## src/rtl/hazard_pkg.sv

```systemverilog
`default_nettype none
// +----------------------------------------------------------------------+
// | hazard_pkg : shared types and constants for the hazard controller    |
// | Rev 1.0                                                              |
// +----------------------------------------------------------------------+
package hazard_pkg;
   typedef enum logic {FETCH = 1'b0, KILL = 1'b1} fetch_st_e;
   localparam logic [4:0] REG_ZERO = 5'd0;
endpackage
`default_nettype wire

```

## src/rtl/hazard_ctrl_sat_counter.sv

```systemverilog
`default_nettype none
// +----------------------------------------------------------------------+
// | sat_counter : saturating up-counter with synchronous clear           |
// | Rev 1.0                                                              |
// +----------------------------------------------------------------------+
module sat_counter #(
   parameter int CNT_W = 16
) (
   input  logic             i_clk,
   input  logic             i_rst_n,
   input  logic             i_clr,
   input  logic             i_inc,
   output logic [CNT_W-1:0] o_q
);
   logic [CNT_W-1:0] r_q;

   always_ff @(posedge i_clk or negedge i_rst_n) begin
      if (!i_rst_n) begin
         r_q <= '0;
      end else if (i_clr) begin
         r_q <= '0;
      end else if (i_inc && (r_q != {CNT_W{1'b1}})) begin
         r_q <= r_q + {{(CNT_W-1){1'b0}}, 1'b1};
      end
   end

   assign o_q = r_q;
endmodule
`default_nettype wire

```

## src/rtl/hazard_ctrl.sv

```systemverilog
`default_nettype none
// +----------------------------------------------------------------------+
// | hazard_ctrl : stall/flush control for the 5-stage pipeline           |
// | Rev 1.0                                                              |
// +----------------------------------------------------------------------+
module hazard_ctrl
   import hazard_pkg::*;
#(
   parameter int CNT_W = 16
) (
   input  logic             i_clk,
   input  logic             i_rst_n,
   input  logic [4:0]       i_rs1_D,
   input  logic [4:0]       i_rs2_D,
   input  logic [4:0]       i_rd_E,
   input  logic             i_memread_E,
   input  logic             i_pcsrc_E,
   input  logic             i_imem_ready,
   input  logic             i_dmem_req_M,
   input  logic             i_dmem_ready_M,
   input  logic             i_cnt_clr,
   output logic             o_stall_F,
   output logic             o_stall_D,
   output logic             o_flush_D,
   output logic             o_stall_E,
   output logic             o_flush_E,
   output logic             o_stall_M,
   output logic             o_flush_W,
   output logic [CNT_W-1:0] o_stall_cnt,
   output logic [CNT_W-1:0] o_kill_cnt
);
   fetch_st_e r_state;
   fetch_st_e w_state_nxt;
   logic      w_freeze;
   logic      w_lwstall;
   logic      w_redir;
   logic      w_flush_D_raw;
   logic      w_kill_done;

   assign w_freeze  = i_dmem_req_M & ~i_dmem_ready_M;
   assign w_lwstall = i_memread_E & (i_rd_E != REG_ZERO) &
                      ((i_rd_E == i_rs1_D) | (i_rd_E == i_rs2_D));
   assign w_redir   = i_pcsrc_E & ~w_freeze;

   always_ff @(posedge i_clk or negedge i_rst_n) begin
      if (!i_rst_n) begin
         r_state <= FETCH;
      end else begin
         r_state <= w_state_nxt;
      end
   end

   always_comb begin
      w_state_nxt   = r_state;
      w_kill_done   = 1'b0;
      o_stall_F     = 1'b0;
      o_stall_D     = 1'b0;
      w_flush_D_raw = 1'b0;
      o_stall_E     = 1'b0;
      o_flush_E     = 1'b0;
      o_stall_M     = 1'b0;
      o_flush_W     = 1'b0;

      // The stale-fetch FSM advances independently of the stall priority.
      case (r_state)
         FETCH: if (w_redir && !i_imem_ready) w_state_nxt = KILL;
         KILL: begin
            if (i_imem_ready) begin
               w_state_nxt = FETCH;
               w_kill_done = 1'b1;
            end
         end
         default: w_state_nxt = FETCH;
      endcase

      if (w_freeze) begin
         o_stall_F = 1'b1;
         o_stall_D = 1'b1;
         o_stall_E = 1'b1;
         o_stall_M = 1'b1;
         o_flush_W = 1'b1;
      end else if (w_redir) begin
         w_flush_D_raw = 1'b1;
         o_flush_E     = 1'b1;
      end else begin
         if (w_lwstall) begin
            o_stall_F = 1'b1;
            o_stall_D = 1'b1;
            o_flush_E = 1'b1;
         end
         if ((r_state == KILL) || !i_imem_ready) begin
            o_stall_F     = 1'b1;
            w_flush_D_raw = 1'b1;
         end
      end
   end

   // A held IF/ID register cannot also be bubbled.
   assign o_flush_D = w_flush_D_raw & ~o_stall_D;

   sat_counter #(.CNT_W(CNT_W)) u_stall_cnt (
      .i_clk   (i_clk),
      .i_rst_n (i_rst_n),
      .i_clr   (i_cnt_clr),
      .i_inc   (o_stall_F),
      .o_q     (o_stall_cnt)
   );

   sat_counter #(.CNT_W(CNT_W)) u_kill_cnt (
      .i_clk   (i_clk),
      .i_rst_n (i_rst_n),
      .i_clr   (i_cnt_clr),
      .i_inc   (w_kill_done),
      .o_q     (o_kill_cnt)
   );
endmodule
`default_nettype wire

```

## config.mk

```make
export PLATFORM = sky130hd
export DESIGN_NAME = hazard_ctrl
export DESIGN_NICKNAME = d
export VERILOG_FILES = /design/src/rtl/hazard_pkg.sv /design/src/rtl/hazard_ctrl_sat_counter.sv /design/src/rtl/hazard_ctrl.sv
export SDC_FILE = /design/constraint.sdc
export NUM_CORES = 1
export LEC_CHECK = 0
export ABC_AREA = 1
export BUFFER_PORTS_ARGS = -buffer_cell sky130_fd_sc_hd__buf_2
export CAP_MARGIN = 20
export CORE_ASPECT_RATIO = 0.5
export CORE_MARGIN = 4
export CORE_UTILIZATION = 25
export DETAILED_ROUTE_END_ITERATION = 12
export GPL_ROUTABILITY_DRIVEN = 0
export PLACE_DENSITY_LB_ADDON = 0.3
export SLEW_MARGIN = 20
export SYNTH_ARGS = -nofsm -noshare
export SYNTH_HDL_FRONTEND = slang
export SYNTH_SLANG_ARGS = --single-unit
```

## constraint.sdc

```tcl
create_clock -name i_clk -period 3.31 [get_ports i_clk]
set_input_delay 0.662 -clock i_clk [delete_from_list [all_inputs] [get_ports i_clk]]
set_output_delay 0.662 -clock i_clk [all_outputs]
set_load 0.02 [all_outputs]
```

==> impl_metrics.csv, run 1 <==
group,metric,value,unit
cts,clock-sinks,33,
pwr,p_int,0.000771,W
final_layout,utilization,32.2,%
outcome,status,"finished, final reports clean",
cts,cts_max_level,2,
pwr,power,0.00104,W
final_layout,antenna_cells,0,
timing,rsz0062_at_grt,"no",
critical_path,cpPeakStageDelay,0.15,ns
floorplan,die_w,143,um
grt,grt_overflow,0,
timing,final-hold-violation-count,0,
pwr,pwr-share-seq,40.6,%
cts,ctsHoldBuffers,0,
critical_path,path_cells,"buf_2 > inv_1 > nand2_1 > nand2_1 > nor2_1 > nand3_1 > nand2_1 > nand2_2 > o22ai_1 > nor2_1 > buf_2",
grt,grt_max_degree,34,
routing,viasPerCell,4.31,
routing,wire_per_inst,11.5,um
pwr,clockPowerShare,46.6,%
cts,worst_setup_hold_path_clk_slew,0.05,ns
floorplan,die_h,75.3,um
yosys,synth_area,2270,um2
floorplan,io_pins,62,
yosys,yosysTopAreaCellShare,36.4,%
critical_path,crit_type,"input port to output port",
yosys,syn_inst,333,
cts,cts_root_buf,"clkbuf_16",
floorplan,num_rows,24,
yosys,synth_warnings,0,
routing,drtPass1Iterations,5,
cts,cts_buffers,5,
timing,fin_skew,0.00378,ns
grt,track_usage,11.7,%
worst_hold_path,hold_path_class,"input port to asynchronous set/reset pin",
flow_run,maxCapViolations,0,
pwr,power_frac_comb,12.9,%
yosys,synth_seq_cells,33,
pwr,p_per_area,366,nW/um2
final_layout,layout.nets,418,
yosys,synth_nets,358,
cts,post-cts-setup-buffer-count,0,
cts,cts_resized,0,
timing,period_needed,2.31,ns
grt,antenna_found_initial,0,
final_layout,layout-drive-gt1-share,21.6,%
pwr,p_leak,1.49,nW
cts,cts_tree,"built",
pwr,p_sw,0.000264,W
pwr,peakVddDrop,0.201,mV
routing,drt_wl_total,5.89,mm
critical_path,end_kind,"output port",
timing,max-slew-margin-rel,49.2,%
yosys,yosys-top-cells-area,"dfrtp_1 36%, nand2_1 17%, nand3_1 6.8%",
routing,ant_nets,0,
grt,grt_pass1_wl,10.3,mm
timing,fmax,433,MHz
routing,vias,2202,
critical_path,cp.arrival,1.65,ns
yosys,seq_area_frac_synth,36.4,%
critical_path,cp_common_cell,"nand2_1",
floorplan,start_util,25.8,%
timing,min_period_over_period,69.8,%
critical_path,critPathLaunchType,"input port",
grt,grt_pass1_vias,2168,
floorplan,die_area,10700,um2
cts,clk_latency,0.27,ns
critical_path,slowest_stage,"o22ai_1",
routing,drt-initial-drc-count,115,
critical_path,required,2.65,ns
timing,tns,0,ns
critical_path,critPathMaxFanout,4,
place,port_buffers,61,
pwr,switching_share,25.5,%
cts,clk_path_buf_depth,2,
timing,slew_viol_final,0,
yosys,yosys.area.top_type,"dfrtp_1",
yosys,syn_avg_cell_area,6.80,um2
timing,worstMarginPinSlew,0.761,ns
floorplan,core-area,8770,um2
timing,setup_violations,0,
final_layout,area_delta_synth_final,24.8,%
place,dp_hpwl,4.43,mm
yosys,synth.distinct_cells,31,
final_layout,fill_cells,994,
routing,drc_errors,0,
cells by family after synthesis:
kind of cell,count (synthesis),share of synthesized area (%)
buf+inv,51,9.39
xor+xnor,14,5.41
flops,33,36.4
compound gates,28,7.18
fa+ha+maj,2,1.10
simple gates,205,40.5
worst max-delay path: cells and delay by family:
kind / cells / cell delay (ns)
AO/OA/AOI/OAI: 1 / 0.15
buffers and inverters: 3 / 0.31
AND/OR/NAND/NOR: 7 / 0.51
per-layer routing:
metal / global-route usage (%) / up-vias / routed length, um
li1: - / 1184 / -
met1: 15.7 / 994 / 3000
met2: 19.8 / 21 / 2720
met3: 2.70 / 3 / 148
met4: 2.32 / 0 / 23
met5: 0 / - / 0
state kept, by name (all words and copies together), names as in the netlist:
| register | flops |
|---|---|
| r_state | 1 |
| u_kill_cnt.o_q | 16 |
| u_stall_cnt.o_q | 16 |
area by class of cell:
cell class	instances	area [um2]	area share, %
Multi-Input combinational cell	249	1230	43.4
Sequential cell	33	826	29.2
Clock inverter	1	5.00	0.177
Tap cell	117	146	5.18
Clock buffer	7	153	5.40
Inverter	42	158	5.58
Timing Repair Buffer	62	313	11.1
path summary, 6_finish.rpt:
check,end,cells past startpoint,slack [ns],from
min reg2reg,r_state$_DFF_PN0_,2,0.54,r_state$_DFF_PN0_
max reg2reg,u_kill_cnt.o_q[15]$_DFFE_PN0P_,9,1.40,u_kill_cnt.o_q[0]$_DFFE_PN0P_
min,u_kill_cnt.o_q[4]$_DFFE_PN0P_,1,0.46,i_rst_n
max,o_flush_D,11,1.0,i_rd_E[3]
max in group asynchronous,u_stall_cnt.o_q[9]$_DFFE_PN0P_,1,2.36,i_rst_n
min in group i_clk,r_state$_DFF_PN0_,2,0.54,r_state$_DFF_PN0_
cell usage in the layout (no fill, tap or decap), types with 3 or more instances in the layout:
master / count
nand2_1: 102
buf_2: 61
nor2_1: 41
inv_1: 38
dfrtp_1: 33
nand3_1: 31
a21oi_1: 9
o21ai_0: 8
nor3_1: 8
xnor2_1: 7
nand4_1: 7
xor2_1: 7
o31ai_1: 6
clkbuf_16: 5
nand2_2: 4
inv_2: 3
o22ai_1: 3
nor3b_1: 3
power groups by stage:
stage / logic, W / clock network [W] / registers [W]
detailed placement: 0.000136 / 0 / 0.000427
global placement: 0.000135 / 0 / 0.000427
finish: 0.000133 / 0.000482 / 0.000420
floorplan: 0.0000788 / 0 / 0.000434
global route: 0.000152 / 0.000522 / 0.000421
CTS: 0.000136 / 0.000500 / 0.000420
cells in the mapped netlist:
library cell	count
nor2_1	41
nand2_1	102
nand2_2	4
xnor2_1	7
o21ai_0	8
a31oi_1	1
nand3_4	1
clkbuf_1	3
nor3_1	8
nor3b_1	3
buf_2	2
inv_1	38
buf_6	1
nand3_2	2
ha_1	2
nor4_1	1
nand3_1	31
a211oi_1	1
o22ai_1	3
nor3_2	1
nand4_1	7
nor2_4	1
dfrtp_1	33
inv_2	3
nor2_2	1
xor2_1	7
o31ai_1	6
clkinv_1	1
buf_4	3
nand2_4	2
a21oi_1	9
metrics by stage:
stage                     std cells  hold WS (ns)  worst slack, ns  area [um2]
final                           511         0.457             1.00        2830
after global routing            511         0.528            0.837        2830
after CTS                       511         0.491             1.01        2830
after detailed placement        503         0.536             1.01        2670
after global placement          503         0.528             1.03        2670
after floorplan                 333         0.366            0.973        2270
No activity file was read; power rests on OpenSTA's default activity.
==> inputs of run 2 (changes only) <==
Clock period 3.31 ns to 2.1 ns, I/O delays scaled along.
==> run 2 against run 1 <==
Clock skew fell by 0.00052 ns. Die area unchanged. Design area up 0.66%. Cell count increased by 0.98%. Routed wire length rose by 3.6%. Core utilization rose by 0.21 points.
==> impl_metrics.csv, run 2 (synthesis results as in run 1) <==
group,metric,value,unit
outcome,status,"finished, final reports clean",
flow_run,maxCapViolations,0,
floorplan,core-area,8770,um2
critical_path,critPathLaunchType,"flop",
critical_path,crit_type,"flop to flop",
floorplan,num_rows,24,
place,post_dp_cell_area,2710,um2
routing,ant_nets,0,
timing,fmax,543,MHz
timing,tns,0,ns
cts,cts_resized,0,
pwr,p_leak,1.50,nW
critical_path,regToRegEndpoint,"u_stall_cnt.o_q[4]$_DFFE_PN0P_",
routing,wire_per_inst,11.8,um
routing,viasPerCell,4.44,
routing,drtPass1Iterations,4,
final_layout,fill_cells,970,
final_layout,final_cell_mix,"102 x nand2_1, 61 x buf_2, 41 x nor2_1, 38 x inv_1, 33 x dfrtp_1",
timing,max-slew-margin-rel,47.8,%
cts,worst_setup_hold_path_clk_slew,0.06,ns
final_layout,layout-drive-gt1-share,22.3,%
cts,cts_buffers,5,
place,dp_hpwl,4.57,mm
floorplan,start_util,25.8,%
worst_hold_path,hold_path_class,"input port to asynchronous set/reset pin",
final_layout,antenna_cells,0,
grt,grtUsageMet2,19.7,%
floorplan,io_pins,62,
critical_path,required,2.26,ns
routing,drc_errors,0,
critical_path,end_kind,"flop",
cts,cts_tree,"built",
critical_path,r2r.worst_path.cells,10,
timing,worstMarginPinSlew,0.784,ns
timing,rsz0062_at_grt,"no",
final_layout,final_common_cell,"nand2_1",
pwr,p_per_area,557,nW/um2
final_layout,layout.nets,423,
timing,fin_skew,0.00327,ns
grt,grt_pass1_wl,10.3,mm
critical_path,cp.arrival,2.00,ns
pwr,peakVddDrop,0.312,mV
floorplan,die_w,143,um
cts,cts_max_level,2,
critical_path,critPathMaxFanout,17,
grt,grt_overflow,0,
timing,min_period_over_period,87.6,%
routing,vias,2293,
grt,grt_pass1_vias,2164,
grt,grt_max_degree,34,
grt,use_met3,2.70,%
timing,period_needed,1.84,ns
timing,setup_violations,0,
cts,ctsHoldBuffers,0,
timing,slew_viol_final,0,
grt,antenna_found_initial,0,
cts,cts_root_buf,"clkbuf_16",
cts,post-cts-setup-buffer-count,0,
routing,drt_wl_total,6.10,mm
floorplan,die_h,75.3,um
grt,grtUsageMet1,16.2,%
grt,grt_busiest_layer,"met2",
final_layout,stdcell_area,2850,um2
timing,final-hold-violation-count,0,
final_layout,utilization,32.5,%
cts,clock-sinks,33,
cts,clk_latency,0.28,ns
critical_path,rr_startpoint,"u_stall_cnt.o_q[0]$_DFFE_PN0P_",
place,port_buffers,61,
final_layout,area_delta_synth_final,25.6,%
grt,track_usage,11.9,%
routing,drt-initial-drc-count,148,
cts,clk_path_buf_depth,2,
floorplan,die_area,10700,um2
critical_path,rrSetupSlack,0.26,ns
## run 2: changes by cell type in the layout (fill, tap and decap cells not counted), sizes merged
cell and change:
clkbuf -1, buf +5, clkinv +1
## run 2: layer usage
metal  part of all wire [%]  wire length, um  up-vias
li1                       -                -     1197
met1                     50             3050     1042
met2                     45             2770       48
met3                    3.6              220        6
met4                   0.90               55        0
met5                      0                0        -
## run 2: layout make-up
class                           instances  area (um2)  area share, %
Clock buffer                            6         129           4.53
Timing Repair Buffer                   67         350           12.3
Sequential cell                        33         826           29.0
Tap cell                              117         146           5.14
Multi-Input combinational cell        249        1230           43.1
Inverter                               42         158           5.54
Clock inverter                          2        10.0          0.352
## run 2: how the worst max path moves through the flow
stage / startpoint / to / slack [ns]
after floorplan: i_rd_E[3] / o_flush_D / 0.25
after global placement: i_rd_E[1] / o_flush_D / 0.28
after detailed placement: u_stall_cnt.o_q[0]$_DFFE_PN0P_ / u_stall_cnt.o_q[15]$_DFFE_PN0P_ / 0.27
after CTS: u_stall_cnt.o_q[0]$_DFFE_PN0P_ / u_stall_cnt.o_q[4]$_DFFE_PN0P_ / 0.25
after global routing: u_stall_cnt.o_q[0]$_DFFE_PN0P_ / u_stall_cnt.o_q[12]$_DFFE_PN0P_ / 0.05
final: u_stall_cnt.o_q[0]$_DFFE_PN0P_ / u_stall_cnt.o_q[4]$_DFFE_PN0P_ / 0.26
## run 2: where the power goes
group	leakage [nW]	internal (W)	total (W)	switching, W
combinational	0.976	0.0000717	0.000220	0.000149
clock	0.0706	0.000435	0.000704	0.000269
sequential	0.457	0.000648	0.000661	0.0000125
## run 2: critical path, cell delays in order, from the launching register on
cell	delay [ns]
dfrtp_1	0.41
ha_1	0.20
nand2_1	0.11
nor2_4	0.14
nand2_2	0.06
nor3_2	0.14
nand3_2	0.11
nand3_4	0.22
nand2_4	0.18
nand2_1	0.10
nand2_1	0.05
## run 2: through the flow
| step | std cells | setup slack (ns) | total power (W) | hold slack, ns |
|---|---|---|---|---|
| 6_report | 516 | 0.260 | 0.00159 | 0.213 |
| 3_5_place_dp | 508 | 0.272 | 0.000895 | 0.534 |
| 2_1_floorplan | 333 | 0.247 | 0.000808 | 0.124 |
| 3_3_place_gp | 508 | 0.284 | 0.000896 | 0.525 |
| 5_1_grt | 516 | 0.0507 | 0.00166 | 0.290 |
| 4_1_cts | 516 | 0.251 | 0.00160 | 0.252 |
